`config.mk`:
```
export PLATFORM = sky130hd
export DESIGN_NAME = sincos_arbiter
export DESIGN_NICKNAME = d
export VERILOG_FILES = /design/src/rtl/sincos_arbiter.sv
export SDC_FILE = /design/constraint.sdc
export NUM_CORES = 1
export LEC_CHECK = 0
export BUFFER_PORTS_ARGS = -buffer_cell sky130_fd_sc_hd__buf_4
export CAP_MARGIN = 20
export CELL_PAD_IN_SITES_DETAIL_PLACEMENT = 1
export CELL_PAD_IN_SITES_GLOBAL_PLACEMENT = 2
export CORE_MARGIN = 2
export CORE_UTILIZATION = 34
export CTS_CLUSTER_SIZE = 28
export DETAILED_ROUTE_END_ITERATION = 8
export PLACE_DENSITY_LB_ADDON = 0.3
export SYNTH_ARGS = -nofsm -noshare
export SYNTH_HDL_FRONTEND = slang
export SYNTH_SLANG_ARGS = --single-unit
```
`constraint.sdc`:
```
create_clock -name clk -period 4.25 [get_ports clk]
set_input_delay 0.85 -clock clk [delete_from_list [all_inputs] [get_ports clk]]
set_output_delay 0.85 -clock clk [all_outputs]
set_load 0.02 [all_outputs]
```
`src/rtl/sincos_arbiter.sv`:
```
// -----------------------------------------------------------------------------
// sincos_arbiter
//
// Shares one quarter-wave sine lookup table between two requesters (for
// example the Park and inverse-Park stages of a FOC core). Each request
// carries an electrical angle. The block performs two table reads, sin then
// cos. It folds the angle into the first quadrant, fixes up the signs, and
// returns a signed sin/cos pair to the port that won arbitration.
// Arbitration is round-robin, and only one operation is in flight at a time.
//
// Angle format: angle[A-1:A-2] is the quadrant, angle[A-3:0] is the table
// index. The table holds sin((i+0.5)*pi/2^(A-1)) as an unsigned magnitude
// of N-1 bits. It has a one-cycle registered read.
//
// Optional build macro: SINCOS_CACHE_EN
//   When defined, the last completed angle is remembered. A grant for the
//   same angle is answered one cycle later from the held rsp_sin/rsp_cos
//   without touching the table.
//
// Parameters:
//   N  output sample width (signed); table magnitude width is N-1
//   A  angle width (2 quadrant bits + A-2 index bits)
//
// Ports:
//   clk         system clock
//   rst         synchronous reset, active-high
//   req_valid   per-port request valid (bit p = port p)
//   req_angle0  port 0 angle
//   req_angle1  port 1 angle
//   req_ready   per-port accept, combinational in IDLE
//   tab_en      table read strobe
//   tab_addr    table read address
//   tab_data    table read data, valid the cycle after tab_en
//   rsp_valid   one-hot, single-cycle response strobe to the owning port
//   rsp_sin     signed sine result (held until the next response)
//   rsp_cos     signed cosine result (held until the next response)
// -----------------------------------------------------------------------------
module sincos_arbiter #(
  parameter int N = 16,
  parameter int A = 6
) (
  input  logic                clk,
  input  logic                rst,
  input  logic [1:0]          req_valid,
  input  logic [A-1:0]        req_angle0,
  input  logic [A-1:0]        req_angle1,
  output logic [1:0]          req_ready,
  output logic                tab_en,
  output logic [A-3:0]        tab_addr,
  input  logic [N-2:0]        tab_data,
  output logic [1:0]          rsp_valid,
  output logic signed [N-1:0] rsp_sin,
  output logic signed [N-1:0] rsp_cos
);

  localparam int IW = A - 2;

  typedef enum logic [1:0] {
    S_IDLE = 2'd0,
    S_SIN  = 2'd1,
    S_COS  = 2'd2,
    S_CAP  = 2'd3
  } state_t;

  state_t              r_state;
  state_t              w_state_next;

  logic                r_ptr;        // last granted port
  logic                r_owner;      // port owning the operation in flight
  logic [A-1:0]        r_angle;      // captured angle of the operation
  logic [N-2:0]        r_sin_mag;    // sin magnitude read during COS
  logic                r_tab_en;
  logic [IW-1:0]       r_tab_addr;
  logic [1:0]          r_rsp_valid;
  logic signed [N-1:0] r_rsp_sin;
  logic signed [N-1:0] r_rsp_cos;

  logic                w_grant_any;
  logic                w_grant_port;
  logic [A-1:0]        w_grant_angle;
  logic                w_hit;

  // ---------------------------------------------------------------------------
  // Quadrant folding helpers
  // ---------------------------------------------------------------------------
  // Odd quadrants walk the table backwards for sin; cos is the mirror image.
  function automatic logic [IW-1:0] sin_index(input logic [A-1:0] ang);
    logic [IW-1:0] i;
    i = ang[IW-1:0];
    return ang[A-2] ? ~i : i;
  endfunction

  function automatic logic [IW-1:0] cos_index(input logic [A-1:0] ang);
    logic [IW-1:0] i;
    i = ang[IW-1:0];
    return ang[A-2] ? i : ~i;
  endfunction

  // sin is negative in quadrants 2 and 3.
  function automatic logic sin_negative(input logic [A-1:0] ang);
    return ang[A-1];
  endfunction

  // cos is negative in quadrants 1 and 2.
  function automatic logic cos_negative(input logic [A-1:0] ang);
    return ang[A-1] ^ ang[A-2];
  endfunction

  // The magnitude is at most 2^(N-1)-1, so negation cannot overflow.
  function automatic logic [N-1:0] apply_sign(input logic [N-2:0] mag,
                                              input logic         neg);
    logic [N-1:0] v;
    v = {1'b0, mag};
    return neg ? (~v + {{(N-1){1'b0}}, 1'b1}) : v;
  endfunction

  // ---------------------------------------------------------------------------
  // Round-robin arbitration (only acted upon in IDLE)
  // ---------------------------------------------------------------------------
  // With both ports valid, the port that did not win last time goes next.
  assign w_grant_any   = |req_valid;
  assign w_grant_port  = (&req_valid) ? ~r_ptr : req_valid[1];
  assign w_grant_angle = w_grant_port ? req_angle1 : req_angle0;

`ifdef SINCOS_CACHE_EN
  logic [A-1:0] r_cache_angle;
  logic         r_cache_valid;

  // A hit is answered from the held rsp_sin/rsp_cos, so no table reads
  // are needed.
  assign w_hit = r_cache_valid && (w_grant_angle == r_cache_angle);

  always_ff @(posedge clk) begin
    if (rst) begin
      r_cache_angle <= '0;
      r_cache_valid <= 1'b0;
    end else if (r_state == S_CAP) begin
      r_cache_angle <= r_angle;
      r_cache_valid <= 1'b1;
    end
  end
`else
  assign w_hit = 1'b0;
`endif

  // ---------------------------------------------------------------------------
  // FSM: state register
  // ---------------------------------------------------------------------------
  always_ff @(posedge clk) begin
    if (rst) begin
      r_state <= S_IDLE;
    end else begin
      r_state <= w_state_next;
    end
  end

  // ---------------------------------------------------------------------------
  // FSM: next-state logic
  // ---------------------------------------------------------------------------
  always_comb begin
    w_state_next = r_state;
    case (r_state)
      S_IDLE:  if (w_grant_any && !w_hit) w_state_next = S_SIN;
      S_SIN:   w_state_next = S_COS;
      S_COS:   w_state_next = S_CAP;
      S_CAP:   w_state_next = S_IDLE;
      default: w_state_next = S_IDLE;
    endcase
  end

  // ---------------------------------------------------------------------------
  // FSM: combinational outputs
  // ---------------------------------------------------------------------------
  // The accept pulse goes out in the grant cycle itself, and only to the
  // winner.
  always_comb begin
    req_ready = 2'b00;
    if ((r_state == S_IDLE) && w_grant_any) begin
      req_ready = w_grant_port ? 2'b10 : 2'b01;
    end
  end

  // ---------------------------------------------------------------------------
  // Datapath / registered outputs
  // ---------------------------------------------------------------------------
  // Table reads are issued from registers, so the sin address must be loaded
  // in the grant cycle. That puts it on tab_addr during SIN. The read data
  // then arrives one state later: the sin magnitude during COS and the cos
  // magnitude during CAP.
  always_ff @(posedge clk) begin
    if (rst) begin
      r_ptr       <= 1'b1;
      r_owner     <= 1'b0;
      r_angle     <= '0;
      r_sin_mag   <= '0;
      r_tab_en    <= 1'b0;
      r_tab_addr  <= '0;
      r_rsp_valid <= 2'b00;
      r_rsp_sin   <= '0;
      r_rsp_cos   <= '0;
    end else begin
      r_rsp_valid <= 2'b00;
      case (r_state)
        S_IDLE: begin
          if (w_grant_any) begin
            r_ptr   <= w_grant_port;
            r_owner <= w_grant_port;
            if (w_hit) begin
              r_rsp_valid <= w_grant_port ? 2'b10 : 2'b01;
            end else begin
              r_angle    <= w_grant_angle;
              r_tab_en   <= 1'b1;
              r_tab_addr <= sin_index(w_grant_angle);
            end
          end
        end
        S_SIN: begin
          r_tab_addr <= cos_index(r_angle);
        end
        S_COS: begin
          r_tab_en  <= 1'b0;
          r_sin_mag <= tab_data;
        end
        S_CAP: begin
          r_rsp_sin   <= apply_sign(r_sin_mag, sin_negative(r_angle));
          r_rsp_cos   <= apply_sign(tab_data, cos_negative(r_angle));
          r_rsp_valid <= r_owner ? 2'b10 : 2'b01;
        end
        default: begin
          r_tab_en <= 1'b0;
        end
      endcase
    end
  end

  assign tab_en    = r_tab_en;
  assign tab_addr  = r_tab_addr;
  assign rsp_valid = r_rsp_valid;
  assign rsp_sin   = r_rsp_sin;
  assign rsp_cos   = r_rsp_cos;

endmodule

```
=== Word-level counts from Yosys, hierarchy flattened ===
Index checks and enable logic that the tools add are counted.

* Flip-flop bits (word level): 64
* Input bits: 31
* Word-level logic and storage cells: 48

* $add $sub $neg: 2
* Equality and inequality tests: 4
* Muxes and demuxes: 15
* Bitwise operators: 7
* Reduce and logical (&&, ||, !) cells: 10

{| class="wikitable"
|+ Operators with widths
! operator !! count
|-
| 16-bit by 1-bit adder with 16-bit output, second input constant || 2
|-
| 16-bit two-way mux || 2
|-
| 15-bit inverter with 16-bit output || 2
|-
| 4-bit two-way mux || 3
|-
| 2-bit two-way mux || 4
|-
| 4-bit inverter || 2
|-
| 2-bit one-hot mux with 4 select lines || 1
|-
| 4-bit one-hot mux with 2 select lines || 1
|-
| 2-bit AND reduction || 4
|-
| 6-bit two-way mux || 1
|-
| 2-bit == test, second input constant || 2
|-
| 2-bit nonzero test || 2
|-
| 2-bit OR reduction || 2
|-
| 2-bit by 1-bit == test with 1-bit output, second input constant || 1
|-
| 2-bit zero test || 1
|-
| 1-bit two-way mux || 2
|-
| 2-bit != test, second input constant || 1
|-
| 1-bit inverter || 2
|-
| 1-bit one-hot mux with 2 select lines || 1
|-
| 1-bit logical AND || 1
|-
| 1-bit bitwise XOR || 1
|}

=== Longest topological paths before layout ===
Gate-level depths: netlist of run 1.

* Depth in word-level cells: 7
* Depth in mapped cells: 7
* Mapped depth without buffers: 6

=== Worst setup path after synthesis of run 1 ===
No wires, ideal clock.

* Path type: input to output
* From: input req_valid[1]
* To: output req_ready[1]
* Data arrival time: 1714 ps
* Data required time: 3400 ps
* Slack: 1686 ps
* Stages on the path: 3
* Buffers on the path: 1
* Cell sequence: a21boi_1 > buf_2 > and2_1

* Longest elaborated chain between the ends: 4
* Elaborated cells on any way between the ends: 6

{| class="wikitable"
|+ Ends and longest elaborated chain
! what !! RTL line !! text
|-
| start, declared || 44 || <nowiki>input logic [1:0] req_valid,</nowiki>
|-
| 2-bit AND reduction || 122 || <nowiki>assign w_grant_port = (&req_valid) ? ~r_ptr : req_valid[1];</nowiki>
|-
| 1-bit two-way mux || 122 ||
|-
| 2-bit two-way mux || 179 || <nowiki>req_ready = w_grant_port ? 2'b10 : 2'b01;</nowiki>
|-
| 2-bit two-way mux * || 178 || <nowiki>if ((r_state == S_IDLE) && w_grant_any) begin</nowiki>
|-
| end, declared || 47 || <nowiki>output logic [1:0] req_ready,</nowiki>
|}

Every way passes the cells marked *; elsewhere a longest branch is shown, timed or not.

=== Worst setup path after layout of run 1 ===
* From: register r_state[0]
* To: output req_ready[0]

* Longest elaborated chain between the ends: 3

{| class="wikitable"
|+ Ends and longest elaborated chain
! what !! RTL line !! text
|-
| start, declared || 65 || <nowiki>state_t r_state;</nowiki>
|-
| start signal, assigned || 153 || <nowiki>r_state <= w_state_next;</nowiki>
|-
| 2-bit zero test || 178 ||
|-
| 1-bit logical AND || 178 ||
|-
| 2-bit two-way mux || 178 ||
|}

Every way passes these cells.

==> results.py, run 1 <==
metrics = {
    "clocking": {
        "cts.sinks": 64,
        "cts_hold_buf": 0,
        "cts_resized": 0,
        "clk_latency_ps": 340,
        "postCtsSetupBuffers": 0,
        "cts_tree": "done",
        "cts_htree_levels": 3,
        "cts_buffers": 9,
        "cts.clk_slew.worst_paths_ps": 70,
        "clockRootBuffer": "clkbuf_8",
        "ctsLongestPathBuffers": 2,
    },
    "power_and_ir_drop": {
        "swShare_pct": 38.9,
        "p_per_area_nw_per_um2": 561,
        "pwr-share-clk_pct": 22.4,
        "power.share.combinational_pct": 41.3,
        "power_switching_w": 0.000879,
        "intPower_w": 0.00138,
        "vdd_ir_drop_max_mv": 0.248,
        "seqPwrFrac_pct": 36.4,
        "leakage_nw": 1.58,
    },
    "placed_design": {
        "portBuffers": 71,
        "globalplace.congestion": 0.733,
        "hpwl_um": 6400,
        "postPlaceCellArea_um2": 3840,
    },
    "hold_path": {
        "min_to": "rsp_cos[15]",
        "hp-class": "reg -> reg",
        "whs_path_depth": 2,
        "min_from": "rsp_cos[15]",
    },
    "sta": {
        "fin_crit_ps": 2640,
        "hold_violations": 0,
        "period_share_pct": 62.1,
        "max_freq_mhz": 379,
        "max_slew.worst_pin.slew_ps": 1060,
        "finalSetupTns_ps": 0,
        "slew_viol_final": 0,
        "hold_slack_ps": 445,
        "slew_headroom_pct": 29.0,
        "clock_skew_ps": 5.49,
        "rsz0062_at_grt": "no",
        "setup_viol": 0,
    },
    "critical_path": {
        "crit_required_ps": 3400,
        "crit_chain": "inv_1, ha_1, o21ai_0, nor2_1, buf_4",
        "arrival_ps": 1790,
        "r2r_start": "r_state[1]",
        "critPathSlowestCell": "ha_1",
        "crit_fanout": 8,
        "worstSetupEndpointType": "primary output",
        "regToRegSetupSlack_ps": 2020,
        "reg2reg_to": "rsp_sin[11]",
        "cpPeakStageDelay_ps": 340,
        "critPathKind": "reg -> out",
        "cp-start-kind": "flop",
        "r2r_cells": 5,
    },
    "global_route": {
        "grt_usage_pct": 18.3,
        "antenna_found_initial": 0,
        "grt_max_degree": 56,
        "grt_pass1_wl_um": 14800,
        "grt_pass1_vias": 2950,
        "grt_overflow": 0,
    },
    "layout": {
        "layout.nets": 481,
        "fin_area_um2": 4030,
        "utilization_pct": 43.6,
        "n_antenna_cell": 0,
        "syn_to_final_growth_pct": 24.4,
        "n_fill_cell": 1109,
        "drive_gt1_share_pct": 21.0,
    },
    "status": {
        "outcome": "finished clean",
    },
    "yosys": {
        "netlist_top_cells_area": "dfxtp_1, mux2i_1, nor2_1, xnor2_1, a211oi_1",
        "synthAdderAreaFrac_pct": 2.70,
        "ys.flop_type": "dfxtp_1",
        "syn_area_um2": 3240,
        "synth_edf_count": 0,
        "synth_compound_area_share_pct": 17.8,
        "synth_cell_type_count": 46,
        "synth-seq-area-share_pct": 39.5,
        "synthSimpleGateAreaFrac_pct": 20.1,
        "synth_xor_area_share_pct": 7.03,
        "ys.warnings.count": 0,
        "async_flop_share_pct": 0,
        "yosysTopAreaCellShare_pct": 39.5,
        "yosys.area.top_type": "dfxtp_1",
        "synthTopCellsByCount": "dfxtp_1, nor2_1, nand2_1, mux2i_1, o21ai_0",
        "synthCells": 380,
        "synth_top_family_by_area": "simple AND/OR/NAND/NOR gates",
        "syn-mean-instance-area_um2": 8.53,
        "synthMuxAreaShare_pct": 7.72,
        "synth.most_common_cell": "dfxtp_1",
        "synth_fp_nets": 418,
        "ys_ff_latch": 64,
    },
    "drt": {
        "ant_nets": 0,
        "drtPass1Iterations": 4,
        "drc": 0,
        "post_drt_wl_per_cell_um": 15.7,
        "avgViaCountPerCell": 5.10,
        "routed_wl_um": 9030,
        "vias": 2935,
        "drt_iter0_drc": 41,
    },
    "floorplan": {
        "die_x_um": 102,
        "die_y_um": 102,
        "core_area_um2": 9240,
        "initial_utilization_pct": 35.1,
        "num_io_pins": 72,
        "die_area_um2": 10300,
        "core.rowCount": 35,
    },
    "run": {
        "maxCapViolations": 0,
    },
}
final cells by class:
cell class | count | area, um2 | area share [%]
Timing Repair Buffer | 74 | 556 | 13.8
Tap cell | 129 | 161 | 4.00
Clock buffer | 13 | 179 | 4.44
Multi-Input combinational cell | 281 | 1790 | 44.5
Clock inverter | 2 | 12.5 | 0.310
Inverter | 13 | 48.8 | 1.21
Sequential cell | 64 | 1280 | 31.8
cells by family (layout without fill, tap and decap cells):
group / count (synthesis) / after routing
buffers and inverters: 35 / 102
DFF: 64 / 64
and+or+nand+nor: 138 / 138
adders and majority gates: 7 / 7
AOI/OAI and AO/OA: 85 / 85
muxes: 25 / 25
xor gates and xnor gates: 26 / 26
per-stage QoR:
step                power, W  cells  setup slack, ps
CTS                  0.00228    576             1600
floorplan            0.00147    380             1690
detailed placement   0.00177    561             1710
global placement     0.00175    561             1730
global route         0.00242    576             1500
finish               0.00226    576             1610
state kept, by name (all words and copies together) (netlist names), 2 cells and up:
name and flops:
rsp_valid 2, r_state 2, r_sin_mag 15, rsp_cos 16
r_angle 6, rsp_sin 16, tab_addr 4
per-layer routing:
layer | share of wire (%) | up-vias | global-route usage, %
met1 | 48 | 1406 | 23.6
met3 | 2.7 | 8 | 3.93
met4 | 1.2 | 0 | 6.03
li1 | - | 1483 | -
met2 | 48 | 38 | 30.4
met5 | 0 | - | 0
power groups by stage:
stage / clock [W] / sequential (W) / combinational (W)
floorplan: 0 / 0.000867 / 0.000599
global placement: 0 / 0.000834 / 0.000918
detailed placement: 0 / 0.000838 / 0.000932
CTS: 0.000521 / 0.000826 / 0.000939
global route: 0.000546 / 0.000840 / 0.00103
finish: 0.000505 / 0.000823 / 0.000932
how the worst max path moves through the flow:
stage	slack, ps	end	cells past startpoint	startpoint
final	1610	req_ready[0]	5	r_state[0]
after global routing	1500	req_ready[0]	5	r_state[1]
after CTS	1600	req_ready[0]	5	r_state[1]
after detailed placement	1710	req_ready[1]	5	req_valid[0]
after global placement	1730	req_ready[1]	5	req_valid[0]
after floorplan	1690	req_ready[1]	3	req_valid[1]
worst max-delay path, delay by kind of cell (launching register included):
kind | cells | cell delay [ps]
buffers and inverters | 2 | 300
AND/OR/NAND/NOR | 1 | 200
adder cells (fa/ha/maj) | 1 | 340
AO/OA/AOI/OAI | 1 | 290
flip-flops | 1 | 330
layout by cell type, fill, tap and decap left out, drive strengths merged, types with 2 or more instances in the layout:
cell type / n
a211o: 5
a211oi: 15
a21oi: 12
a2bb2oi: 2
a311oi: 9
a31oi: 8
a41oi: 2
and2: 3
and3: 2
buf: 74
clkbuf: 13
dfxtp: 64
ha: 7
inv: 13
mux2i: 25
nand2: 29
nand2b: 4
nand3: 3
nand4: 4
nor2: 61
nor2b: 2
nor3: 9
nor4: 8
o21ai: 20
o22ai: 3
o31a: 2
or3: 6
or4: 3
xnor2: 19
xor2: 7
Note: power is estimated with default switching activity, not from simulation.
==> run 2, diff against run 1 <==
CORE_UTILIZATION = 29   (was 34)
clock period = 2.3 ns   (was 4.25 ns; I/O delays follow)
==> results.py, run 2 (same netlist as run 1, synthesis figures left out) <==
metrics = {
    "clocking": {
        "clk_latency_ps": 340,
        "cts_htree_levels": 3,
        "ctsLongestPathBuffers": 2,
        "cts.sinks": 64,
        "cts.clk_slew.worst_paths_ps": 70,
        "cts_tree": "done",
        "postCtsSetupBuffers": 0,
        "cts_resized": 0,
        "cts_hold_buf": 0,
        "cts_buffers": 9,
        "clockRootBuffer": "clkbuf_8",
    },
    "drt": {
        "drt_iter0_drc": 56,
        "avgViaCountPerCell": 5.03,
        "ant_nets": 0,
        "vias": 2999,
        "drtPass1Iterations": 4,
        "post_drt_wl_per_cell_um": 15.7,
        "drc": 0,
        "routed_wl_um": 9370,
    },
    "floorplan": {
        "die_x_um": 110,
        "core.rowCount": 38,
        "die_y_um": 110,
        "initial_utilization_pct": 29.8,
        "core_area_um2": 10900,
        "num_io_pins": 72,
        "die_area_um2": 12000,
    },
    "sta": {
        "fin_crit_ps": 2090,
        "hold_violations": 0,
        "clock_skew_ps": 10.4,
        "max_freq_mhz": 478,
        "slew_headroom_pct": 51.0,
        "finalSetupTns_ps": 0,
        "setup_viol": 0,
        "slew_viol_final": 0,
        "period_share_pct": 90.9,
        "max_slew.worst_pin.slew_ps": 733,
        "rsz0062_at_grt": "no",
    },
    "global_route": {
        "antenna_found_initial": 0,
        "grt_pass1_vias": 2976,
        "grt_pass1_wl_um": 15400,
        "grt_usage_pct": 16.6,
        "grt_overflow": 0,
        "grt_max_degree": 37,
    },
    "placed_design": {
        "hpwl_um": 6900,
        "portBuffers": 71,
        "globalplace.congestion": 0.781,
        "dp.cells": 580,
    },
    "status": {
        "outcome": "finished clean",
    },
    "hold_path": {
        "hp-class": "in -> reg",
        "whs_path_depth": 3,
        "min_to": "r_angle[5]",
        "min_from": "req_angle1[5]",
    },
    "power_and_ir_drop": {
        "vdd_ir_drop_max_mv": 0.323,
        "leakage_nw": 1.61,
        "p_per_area_nw_per_um2": 1010,
        "total_power_w": 0.00413,
    },
    "critical_path": {
        "regToRegSetupSlack_ps": 360,
        "crit_fanout": 8,
        "crit_required_ps": 1840,
        "critPathKind": "reg -> out",
        "worstSetupEndpointType": "primary output",
        "r2r_start": "r_sin_mag[0]",
        "cp-start-kind": "flop",
        "reg2reg_to": "rsp_sin[8]",
        "r2r_cells": 6,
        "arrival_ps": 1630,
    },
    "layout": {
        "layout_common_cells": "buf_4, dfxtp_1, nor2_1, nand2_1, mux2i_1",
        "n_antenna_cell": 0,
        "utilization_pct": 37.5,
        "layout.nets": 489,
        "syn_to_final_growth_pct": 25.8,
        "final_common_cell": "buf_4",
        "drive_gt1_share_pct": 22.1,
        "layout.cells.non_filler": 596,
    },
    "run": {
        "maxCapViolations": 0,
    },
}
run 2: changes by cell type in the layout (fill, tap and decap cells not counted), sizes merged:
cell	previous run	this run
buf	74	82
clkinv	1	4
clkbuf	13	12
clkinvlp	1	0
run 2: layout make-up:
| cell class | count | area [um2] |
|---|---|---|
| Sequential cell | 64 | 1280 |
| Fill cell | 1279 | 6810 |
| Multi-Input combinational cell | 281 | 1790 |
| Clock inverter | 4 | 20.0 |
| Inverter | 13 | 48.8 |
| Clock buffer | 12 | 145 |
| Tap cell | 140 | 175 |
| Timing Repair Buffer | 82 | 616 |
run 2: metal layers:
layer	vias to the layer above	GRT usage, %	routed length [um]
met5	-	0	0
met3	15	3.20	350
li1	1489	-	-
met4	0	7.32	162
met1	1441	22.0	4560
met2	54	26.2	4290
run 2: power breakdown:
part           leakage, nW  internal, W  switching (W)  total (W)
combinational         1.00     0.000752        0.00101    0.00177
clock               0.0899     0.000415       0.000447   0.000861
sequential           0.521      0.00132       0.000182    0.00150
total                 1.61      0.00249        0.00164    0.00413
run 2: worst max-delay path, cell delays in order, from the launching register on:
cell	delay, ps
dfxtp_1	330
inv_1	120
ha_1	300
o21ai_0	210
nor2_1	170
buf_4	160
run 2: per-stage QoR:
stage          hold slack (ps)  cell area, um2  setup slack (ps)
3_3_place_gp               436            3910               417
3_5_place_dp               451            3910               362
6_report                   374            4080               209
4_1_cts                    358            4080               188
5_1_grt                    358            4080              63.5
2_1_floorplan              407            3240               516
run 2: worst max-delay path by stage:
stage	from	endpoint	slack, ps
3_5_place_dp	r_sin_mag[0]	rsp_sin[8]	360
6_report	r_state[0]	req_ready[0]	210
3_3_place_gp	r_sin_mag[0]	rsp_sin[8]	420
4_1_cts	r_state[0]	req_ready[0]	190
2_1_floorplan	req_valid[1]	req_ready[1]	520
5_1_grt	r_state[0]	req_ready[0]	60
